File: src/rtl/register_file_module.sv
// Register file with write-back bypass and per-register pending-write
// scoreboard. It raises stall on operand hazards and on counter saturation,
// and sets a sticky error flag for write-backs that had no pending issue.
module register_file_module #(
  parameter int DATA_W = 8,
  parameter int ADDR_W = 3
) (
  input  logic              clk,
  input  logic              reset,
  input  logic [DATA_W-1:0] ans_wb,
  input  logic              wb_en,
  input  logic [ADDR_W-1:0] wb_addr,
  input  logic [ADDR_W-1:0] rs_addr,
  input  logic [ADDR_W-1:0] rt_addr,
  output logic [DATA_W-1:0] rs_data,
  output logic [DATA_W-1:0] rt_data,
  input  logic              issue_en,
  input  logic [ADDR_W-1:0] issue_dest,
  output logic              stall,
  output logic              wb_err
);

  localparam int NREG = 1 << ADDR_W;

  // r0 is never written, so it stays at its reset value of zero.
  logic [DATA_W-1:0] r_regs [NREG];
  logic [1:0]        r_pend [NREG];
  logic              r_wb_err;

  logic w_wb_live;
  logic w_dec;
  logic w_rs_hz;
  logic w_rt_hz;
  logic w_sat;
  logic w_issue_acc;

  assign w_wb_live = wb_en && (wb_addr != '0);
  // A write-back only retires a pending count when one exists.
  assign w_dec     = w_wb_live && (r_pend[wb_addr] != 2'd0);

  // Effective count is pending minus a retiring write-back this cycle.
  // Because w_dec requires a nonzero count, the effective count is nonzero
  // when pending > 1, or when pending == 1 and nothing retires it.
  assign w_rs_hz = (rs_addr != '0) &&
                   ((r_pend[rs_addr] > 2'd1) ||
                    ((r_pend[rs_addr] == 2'd1) && !(w_dec && (wb_addr == rs_addr))));
  assign w_rt_hz = (rt_addr != '0) &&
                   ((r_pend[rt_addr] > 2'd1) ||
                    ((r_pend[rt_addr] == 2'd1) && !(w_dec && (wb_addr == rt_addr))));

  // A fourth outstanding issue would wrap the 2-bit counter.
  assign w_sat = issue_en && (issue_dest != '0) &&
                 (r_pend[issue_dest] == 2'd3) &&
                 !(w_dec && (wb_addr == issue_dest));

  assign stall       = w_rs_hz || w_rt_hz || w_sat;
  assign w_issue_acc = issue_en && !stall && (issue_dest != '0);

  assign rs_data = (rs_addr == '0) ? '0 :
                   ((w_wb_live && (wb_addr == rs_addr)) ? ans_wb : r_regs[rs_addr]);
  assign rt_data = (rt_addr == '0) ? '0 :
                   ((w_wb_live && (wb_addr == rt_addr)) ? ans_wb : r_regs[rt_addr]);

  assign wb_err = r_wb_err;

  // Register array: capture write-back data for any nonzero destination.
  always_ff @(posedge clk or negedge reset) begin
    if (!reset) begin
      for (int i = 0; i < NREG; i++) r_regs[i] <= '0;
    end else if (w_wb_live) begin
      r_regs[wb_addr] <= ans_wb;
    end
  end

  // Pending counters: +1 on accepted issue, -1 on retiring write-back,
  // unchanged when both target the same register.
  always_ff @(posedge clk or negedge reset) begin
    if (!reset) begin
      for (int i = 0; i < NREG; i++) r_pend[i] <= 2'd0;
    end else begin
      for (int i = 1; i < NREG; i++) begin
        if ((w_issue_acc && (issue_dest == ADDR_W'(i))) &&
            !(w_dec && (wb_addr == ADDR_W'(i)))) begin
          r_pend[i] <= r_pend[i] + 2'd1;
        end else if (!(w_issue_acc && (issue_dest == ADDR_W'(i))) &&
                     (w_dec && (wb_addr == ADDR_W'(i)))) begin
          r_pend[i] <= r_pend[i] - 2'd1;
        end
      end
    end
  end

  // Sticky error: a write-back to a nonzero register with nothing pending.
  always_ff @(posedge clk or negedge reset) begin
    if (!reset) begin
      r_wb_err <= 1'b0;
    end else if (w_wb_live && (r_pend[wb_addr] == 2'd0)) begin
      r_wb_err <= 1'b1;
    end
  end

endmodule

File: config.mk
export PLATFORM = sky130hd
export DESIGN_NAME = register_file_module
export DESIGN_NICKNAME = d
export VERILOG_FILES = /design/src/rtl/register_file_module.sv
export SDC_FILE = /design/constraint.sdc
export NUM_CORES = 1
export LEC_CHECK = 0
export CORE_UTILIZATION = 52
export DETAILED_ROUTE_END_ITERATION = 8
export PLACE_DENSITY = 0.71
export REMOVE_ABC_BUFFERS = 1
export SLEW_MARGIN = 20
export SYNTH_ARGS = -nofsm -noshare
export SYNTH_HDL_FRONTEND = slang
export SYNTH_SLANG_ARGS = --single-unit
export TNS_END_PERCENT = 30
File: constraint.sdc
create_clock -name clk -period 3.8 [get_ports clk]
set_clock_uncertainty 0.2 [all_clocks]
set_input_delay 0.57 -clock clk [delete_from_list [all_inputs] [get_ports clk]]
set_output_delay 0.57 -clock clk [all_outputs]
set_load 0.01 [all_outputs]
==> impl_metrics.py, run 1 <==
metrics = {
    "detailed_routing": {
        "drc_errors": 0,
        "dr.pass1.iters": 4,
        "via_per_inst": 6.24,
        "dr_total_vias": 3755,
        "wirelength_mm": 12.8,
        "postRouteAntennaNets": 0,
        "wl_per_cell_um": 21.3,
        "first_iter_violations": 257,
    },
    "yosys": {
        "synthSimpleGateAreaFrac_pct": 11.7,
        "synth_fa_ha_area_share_pct": 1.76,
        "synth_seq_cells": 79,
        "synth_top_family_by_area": "multiplexers",
        "ys_seq_area_share_pct": 39.8,
        "synth_edf_count": 0,
        "synth.area.top_cells": "dfrtp_1 40%, mux4_2 14%, mux2_2 13%",
        "yosysTopAreaCellShare_pct": 39.8,
        "synth_compound_area_share_pct": 7.88,
        "yosysTopAreaCell": "dfrtp_1",
        "ys_types": 50,
        "ys_warn_count": 2,
        "syn_avg_cell_area_sq_um": 11.9,
        "yosys-top-cells-count": "79 x dfrtp_1, 58 x mux2_2, 30 x mux4_2",
        "muxShareOfSynthArea_pct": 30.8,
        "synthFlopType": "dfrtp_1",
        "netlist_instances": 416,
        "synth.most_common_cell": "dfrtp_1",
        "synthArstFlopShare_pct": 100,
        "syn_area_sq_um": 4970,
        "synthXorXnorAreaFrac_pct": 4.58,
    },
    "placed_design": {
        "hpwlAfterDp_mm": 8.81,
        "portBuffers": 41,
        "dpl_cell_area_sq_um": 5680,
        "gp_congestion": 0.903,
    },
    "floorplanning": {
        "die_w_um": 99.8,
        "dieHeight_um": 99.8,
        "initial_core_util_pct": 53.8,
        "num_rows": 35,
        "io_pins": 42,
        "core_sq_um": 9240,
        "die_area_sq_um": 9950,
    },
    "global_routing": {
        "antenna_found_initial": 0,
        "grt_pass1_vias": 3822,
        "grtUsageTotal_pct": 28.0,
        "grt_max_degree": 80,
        "grt_pass1_wl_mm": 20.6,
        "grt_overflow_total": 0,
    },
    "finish": {
        "final_area_sq_um": 5950,
        "diodes": 0,
        "final_nets": 499,
        "drive_gt1_share_pct": 33.6,
        "syn2layout_area_growth_pct": 19.7,
    },
    "timing": {
        "finalSetupViolations": 0,
        "hold_viol": 0,
        "slew_headroom_pct": 51.2,
        "worst_slew_pin_slew_ns": 0.732,
        "period_share_pct": 99.2,
        "fin_crit_ns": 3.77,
        "hold_ws_ns": 0.00159,
        "setup_tns_ns": 0,
        "slew_violations": 0,
        "rsz0062_at_grt": "true",
        "max_freq_mhz": 265,
    },
    "clock_network": {
        "clkTransAtPathRegs_ns": 0.09,
        "insertion_delay_ns": 0.37,
        "cts_tree": "yes",
        "clock_sinks": 79,
        "numCtsBuffers": 9,
        "cts_max_path_buffers": 2,
        "holdBufCountCts": 0,
        "cts_root_buffer": "clkbuf_8",
        "cts_htree_levels": 3,
        "cts_setup_buffers": 0,
    },
    "critical_path": {
        "critical_path.max_fanout": 10,
        "cp.arrival_ns": 3.00,
        "path_class": "in -> out",
        "end_kind": "primary output",
        "crit_required_ns": 3.03,
        "startpoint_type": "input pin",
        "r2r_setup_slack_ns": 0.94,
    },
    "min_path": {
        "min_path_type": "in -> async",
    },
    "outcome": {
        "status": "finished clean",
    },
    "power": {
        "max-vdd-ir-drop_mv": 0.289,
        "leakage_nw": 2.63,
        "powerDensity_nw_per_um2": 478,
    },
    "run": {
        "maxCapViolations": 0,
    },
}
==> final timing paths <==
check | cells after the start | end | startpoint
worst max-delay path | 9 | stall | wb_addr[1]
worst min-delay path | 1 | r_pend[8]$_DFFE_PN0P_ | reset
worst max register to register | 10 | r_pend[3]$_DFFE_PN0P_ | r_pend[2]$_DFFE_PN0P_
worst min register to register | 0 | r_regs[56]$_DFFE_PN0P_ | r_regs[56]$_DFFE_PN0P_
max in group asynchronous | 1 | wb_err$_DFFE_PN0P_ | reset
min in group clk | 0 | r_regs[56]$_DFFE_PN0P_ | r_regs[56]$_DFFE_PN0P_
==> final cells by class <==
class                   count  area [sq um]
fillers                   721          3290
clock inverters             7          63.8
multi-input cells         295          2880
well taps                 129           161
repair buffers             80           729
flip-flops and latches     79          1980
clock buffers               9           124
inverters                   3          11.3
==> cells in the final DEF (no fill, tap or decap), drive strengths merged, types with 6 or more instances in the layout <==
cell	synthesis	final
a211oi	14	14
buf	18	40
clkbuf	21	9
clkdlybuf4s50	0	24
dfrtp	79	79
dlygate4sd2	0	6
dlymetal6s2s	0	10
ha	7	7
inv	3	6
mux2	58	58
mux2i	20	20
mux4	30	30
nand2	12	12
nand3	15	15
nor2	25	25
nor2b	10	10
nor3	12	12
nor4	6	6
o211a	8	8
xnor2	12	12
xor2	14	14
==> through the flow <==
stage               setup slack, ns  util, %  total power, mW  instances
finish                       0.0319     64.4             2.84        602
global route                -0.0573     64.4             3.01        602
CTS                         0.00284     64.0             2.86        602
detailed placement           -0.171     61.5             2.24        586
global placement            -0.0650     61.5             2.21        586
floorplan                   0.00624        -             1.84        377
==> where the power goes <==
part	total [mW]	switching [mW]	internal, mW
clock network	0.614	0.363	0.251
registers	1.29	0.244	1.05
logic	0.940	0.385	0.555
total	2.84	0.993	1.85
==> per-layer routing <==
| metal | vias up | wire, um | global-route usage [%] | part of all wire [%] |
|---|---|---|---|---|
| li1 | 1673 | - | - | - |
| met1 | 1934 | 5630 | 37.7 | 44 |
| met2 | 124 | 6300 | 43.9 | 49 |
| met3 | 24 | 585 | 6.18 | 4.6 |
| met4 | 0 | 310 | 12.0 | 2.4 |
| met5 | - | 0 | 0 | 0 |
==> critical path, stage by stage <==
cell and delay (ns):
clkdlybuf4s50_1 0.42, buf_6 0.15, nor4bb_4 0.30, buf_4 0.26, nand2_1 0.12, a21oi_2 0.22
nor3_1 0.11, or3_1 0.37, clkdlybuf4s50_1 0.48
==> sequential cells by signal, summed over array words and instances (netlist names) <==
| signal | cells |
|---|---|
| r_pend | 14 |
| r_regs | 64 |
| wb_err | 1 |
==> repair_timing <==
item / CTS / global route
pin swaps: 1 / 1
endpoints found under the setup margin: 16 / 12
gates resized for setup: 15 / 12
==> cell families (layout without fill, tap and decap cells) <==
| family | count (synthesis) | in the layout |
|---|---|---|
| adder cells (fa/ha/maj) | 7 | 7 |
| flip-flops | 79 | 79 |
| AND/OR/NAND/NOR | 107 | 107 |
| buffers and inverters | 42 | 99 |
| XOR/XNOR | 26 | 26 |
| multiplexers | 108 | 108 |
| AO/OA/AOI/OAI | 47 | 47 |
(Power assumes the default switching activity.)
==> run 2: changes to the inputs <==
--- a/config.mk
+++ b/config.mk
@@ -5,10 +5,13 @@
 export SDC_FILE = /design/constraint.sdc
 export NUM_CORES = 1
 export LEC_CHECK = 0
+export CORE_MARGIN = 2
 export CORE_UTILIZATION = 52
+export CTS_CLUSTER_DIAMETER = 30
 export DETAILED_ROUTE_END_ITERATION = 8
 export PLACE_DENSITY = 0.71
 export REMOVE_ABC_BUFFERS = 1
+export SETUP_SLACK_MARGIN = 0.05
 export SLEW_MARGIN = 20
 export SYNTH_ARGS = -nofsm -noshare
 export SYNTH_HDL_FRONTEND = slang
==> run 2 against run 1 <==
  * Sequential power about the same
  * Maximum frequency down 0.58%
  * Clock-buffer cell count up 1
  * Highest routed layer unchanged
  * Power down 2.5%
  * Clock power down 12%
  * Hold slack better by 0.18 ns
  * Setup slack worse by 0.022 ns
  * Register-to-register slack worse by 0.15 ns
  * Flip-flop and latch count unchanged
  * First-iteration DRC count down 1.6%
  * Via count down 1.9%
  * Critical path type unchanged
==> impl_metrics.py, run 2 (synthesis gave the netlist of run 1 again) <==
metrics = {
    "finish": {
        "diodes": 0,
        "final_nets": 506,
        "regMostFlops": "r_regs",
        "final_common_cell": "dfrtp_1",
        "drive_gt1_share_pct": 33.6,
        "finalNonFillerCells": 608,
        "final_cell_mix": "79 x dfrtp_1, 58 x mux2_2, 43 x buf_4, 30 x mux4_2, 24 x nor2_1",
        "final_area_sq_um": 5950,
        "syn2layout_area_growth_pct": 19.7,
        "largest_register_ffs": 64,
    },
    "critical_path": {
        "end_kind": "primary output",
        "r2r_start": "r_pend[2]$_DFFE_PN0P_",
        "crit_required_ns": 3.03,
        "crit_slowest_cell": "clkdlybuf4s50_1",
        "max_stage_delay_ns": 0.50,
        "r2r-end": "r_pend[3]$_DFFE_PN0P_",
        "cp.arrival_ns": 3.02,
        "rr_worst_depth": 10,
        "startpoint_type": "input pin",
        "critical_path.max_fanout": 12,
        "crit_start": "wb_addr[1]",
        "crit_path_cell_trace": "clkdlybuf4s50_1 -> buf_12 -> nor4bb_2 -> nor4b_2 -> o311a_1 -> buf_4 -> mux2i_1 -> nor2_1 -> clkdlybuf4s50_1",
        "path_class": "in -> out",
        "r2r_setup_slack_ns": 0.79,
        "endpoint": "rs_data[6]",
        "critPathMostFrequentCell": "clkdlybuf4s50_1",
    },
    "placed_design": {
        "place_inst": 590,
        "portBuffers": 41,
        "hpwlAfterDp_mm": 9.15,
        "dpl_cell_area_sq_um": 5720,
        "gp_congestion": 0.892,
    },
    "floorplanning": {
        "core_sq_um": 9240,
        "die_w_um": 102,
        "num_rows": 35,
        "io_pins": 42,
        "initial_core_util_pct": 53.8,
        "die_area_sq_um": 10400,
        "dieHeight_um": 102,
    },
    "detailed_routing": {
        "wirelength_mm": 13.0,
        "postRouteAntennaNets": 0,
        "wl_per_cell_um": 21.3,
        "via_per_inst": 6.06,
        "first_iter_violations": 253,
        "drc_errors": 0,
        "dr.pass1.iters": 4,
        "dr_total_vias": 3685,
    },
    "global_routing": {
        "grtUsageTotal_pct": 26.8,
        "grt_pass1_wl_mm": 20.5,
        "grt_overflow_total": 0,
        "grt_pass1_vias": 3701,
        "grt_max_degree": 80,
        "antenna_found_initial": 0,
    },
    "clock_network": {
        "cts_htree_levels": 3,
        "insertion_delay_ns": 0.35,
        "cts_tree": "yes",
        "cts_root_buffer": "clkbuf_8",
        "clkTransAtPathRegs_ns": 0.08,
        "cts_max_path_buffers": 2,
        "numCtsBuffers": 9,
        "clock_sinks": 79,
    },
    "timing": {
        "worst_slew_pin_slew_ns": 0.538,
        "hold_viol": 0,
        "max_freq_mhz": 264,
        "setup_tns_ns": 0,
        "slew_headroom_pct": 63.9,
        "slew_violations": 0,
        "rsz0062_at_grt": "true",
        "fin_crit_ns": 3.79,
        "finalSetupViolations": 0,
        "period_share_pct": 99.7,
    },
    "min_path": {
        "min_path_type": "reg -> reg",
    },
    "power": {
        "leakage_nw": 2.56,
        "total_power_mw": 2.77,
        "powerDensity_nw_per_um2": 467,
        "max-vdd-ir-drop_mv": 0.301,
    },
    "run": {
        "maxCapViolations": 0,
    },
    "outcome": {
        "status": "finished clean",
    },
}
## run 2: changes by cell type in the layout (fill, tap and decap cells not counted), moves of 2 or more
cell             before  now
dlygate4sd2_1         6   17
dlymetal6s2s_1       10    1
buf_4                37   43
buf_6                 3    1
clkdlybuf4s50_1      24   22
clkinv_2              0    2
inv_8                 2    0
nor4bb_2              1    3
nor4bb_4              2    0
## run 2: how the worst min path moves through the flow
| stage | from | endpoint | slack (ns) | cells past startpoint |
|---|---|---|---|---|
| detailed placement | r_regs[56]$_DFFE_PN0P_ | r_regs[56]$_DFFE_PN0P_ | 0.16 | 0 |
| CTS | r_regs[56]$_DFFE_PN0P_ | r_regs[56]$_DFFE_PN0P_ | 0.18 | 0 |
| finish | r_regs[61]$_DFFE_PN0P_ | r_regs[61]$_DFFE_PN0P_ | 0.18 | 0 |
| floorplan | reset | r_pend[0]$_DFFE_PN0P_ | 0.07 | 0 |
| global route | r_regs[61]$_DFFE_PN0P_ | r_regs[61]$_DFFE_PN0P_ | 0.20 | 0 |
| global placement | r_regs[56]$_DFFE_PN0P_ | r_regs[56]$_DFFE_PN0P_ | 0.16 | 0 |
## run 2: cell type report
class,instances,area [sq um]
clock inverters,5,35.0
well taps,129,161
clock buffers,10,128
multi-input cells,295,2860
inverters,3,11.3
fillers,748,3290
repair buffers,87,773
flip-flops and latches,79,1980
## run 2: per-stage QoR
stage | util, % | hold WS [ns] | worst slack, ns
after floorplan | - | 0.0744 | 0.00624
after global placement | 61.9 | 0.164 | -0.142
after detailed placement | 61.9 | 0.163 | -0.213
after CTS | 63.7 | 0.184 | -0.0436
after global routing | 64.4 | 0.200 | -0.0816
final | 64.4 | 0.179 | 0.0101
## run 2: critical path: cells and delay by family
| kind | cells | cell delay, ns |
|---|---|---|
| mux | 1 | 0.19 |
| compound gates | 1 | 0.30 |
| simple gates | 3 | 0.64 |
| buf+inv | 4 | 1.32 |
## run 2: report_power, final
| part | switching, mW | total, mW | leakage [nW] | internal, mW |
|---|---|---|---|---|
| registers | 0.261 | 1.31 | 0.961 | 1.05 |
| clock network | 0.308 | 0.543 | 0.0825 | 0.235 |
| logic | 0.380 | 0.924 | 1.52 | 0.543 |
## run 2: layer usage
metal / share of wire [%] / vias up / GRT usage [%]
met5: 0 / - / 0
met2: 50 / 111 / 45.6
li1: - / 1689 / -
met1: 42 / 1870 / 35.7
met3: 6.4 / 15 / 5.31
met4: 1.1 / 0 / 6.03
## run 2: repair_timing
| action | in CTS | in global routing |
|---|---|---|
| gates resized for setup | 22 | 4 |
| hold buffers | 0 | 1 |
| pin swaps | 1 | 1 |
| setup buffers | 0 | 1 |
| endpoints found under the setup margin | 17 | 3 |
| endpoints found under the hold margin | 0 | 18 |
==> run 3: changes to the inputs <==
--- a/config.mk
+++ b/config.mk
@@ -9,6 +9,7 @@
 export CORE_UTILIZATION = 52
 export CTS_CLUSTER_DIAMETER = 30
 export DETAILED_ROUTE_END_ITERATION = 8
+export GPL_TIMING_DRIVEN = 1
 export PLACE_DENSITY = 0.71
 export REMOVE_ABC_BUFFERS = 1
 export SETUP_SLACK_MARGIN = 0.05
==> results of run 3 <==
Final layout, timing and power as in run 2 (identical DEF).
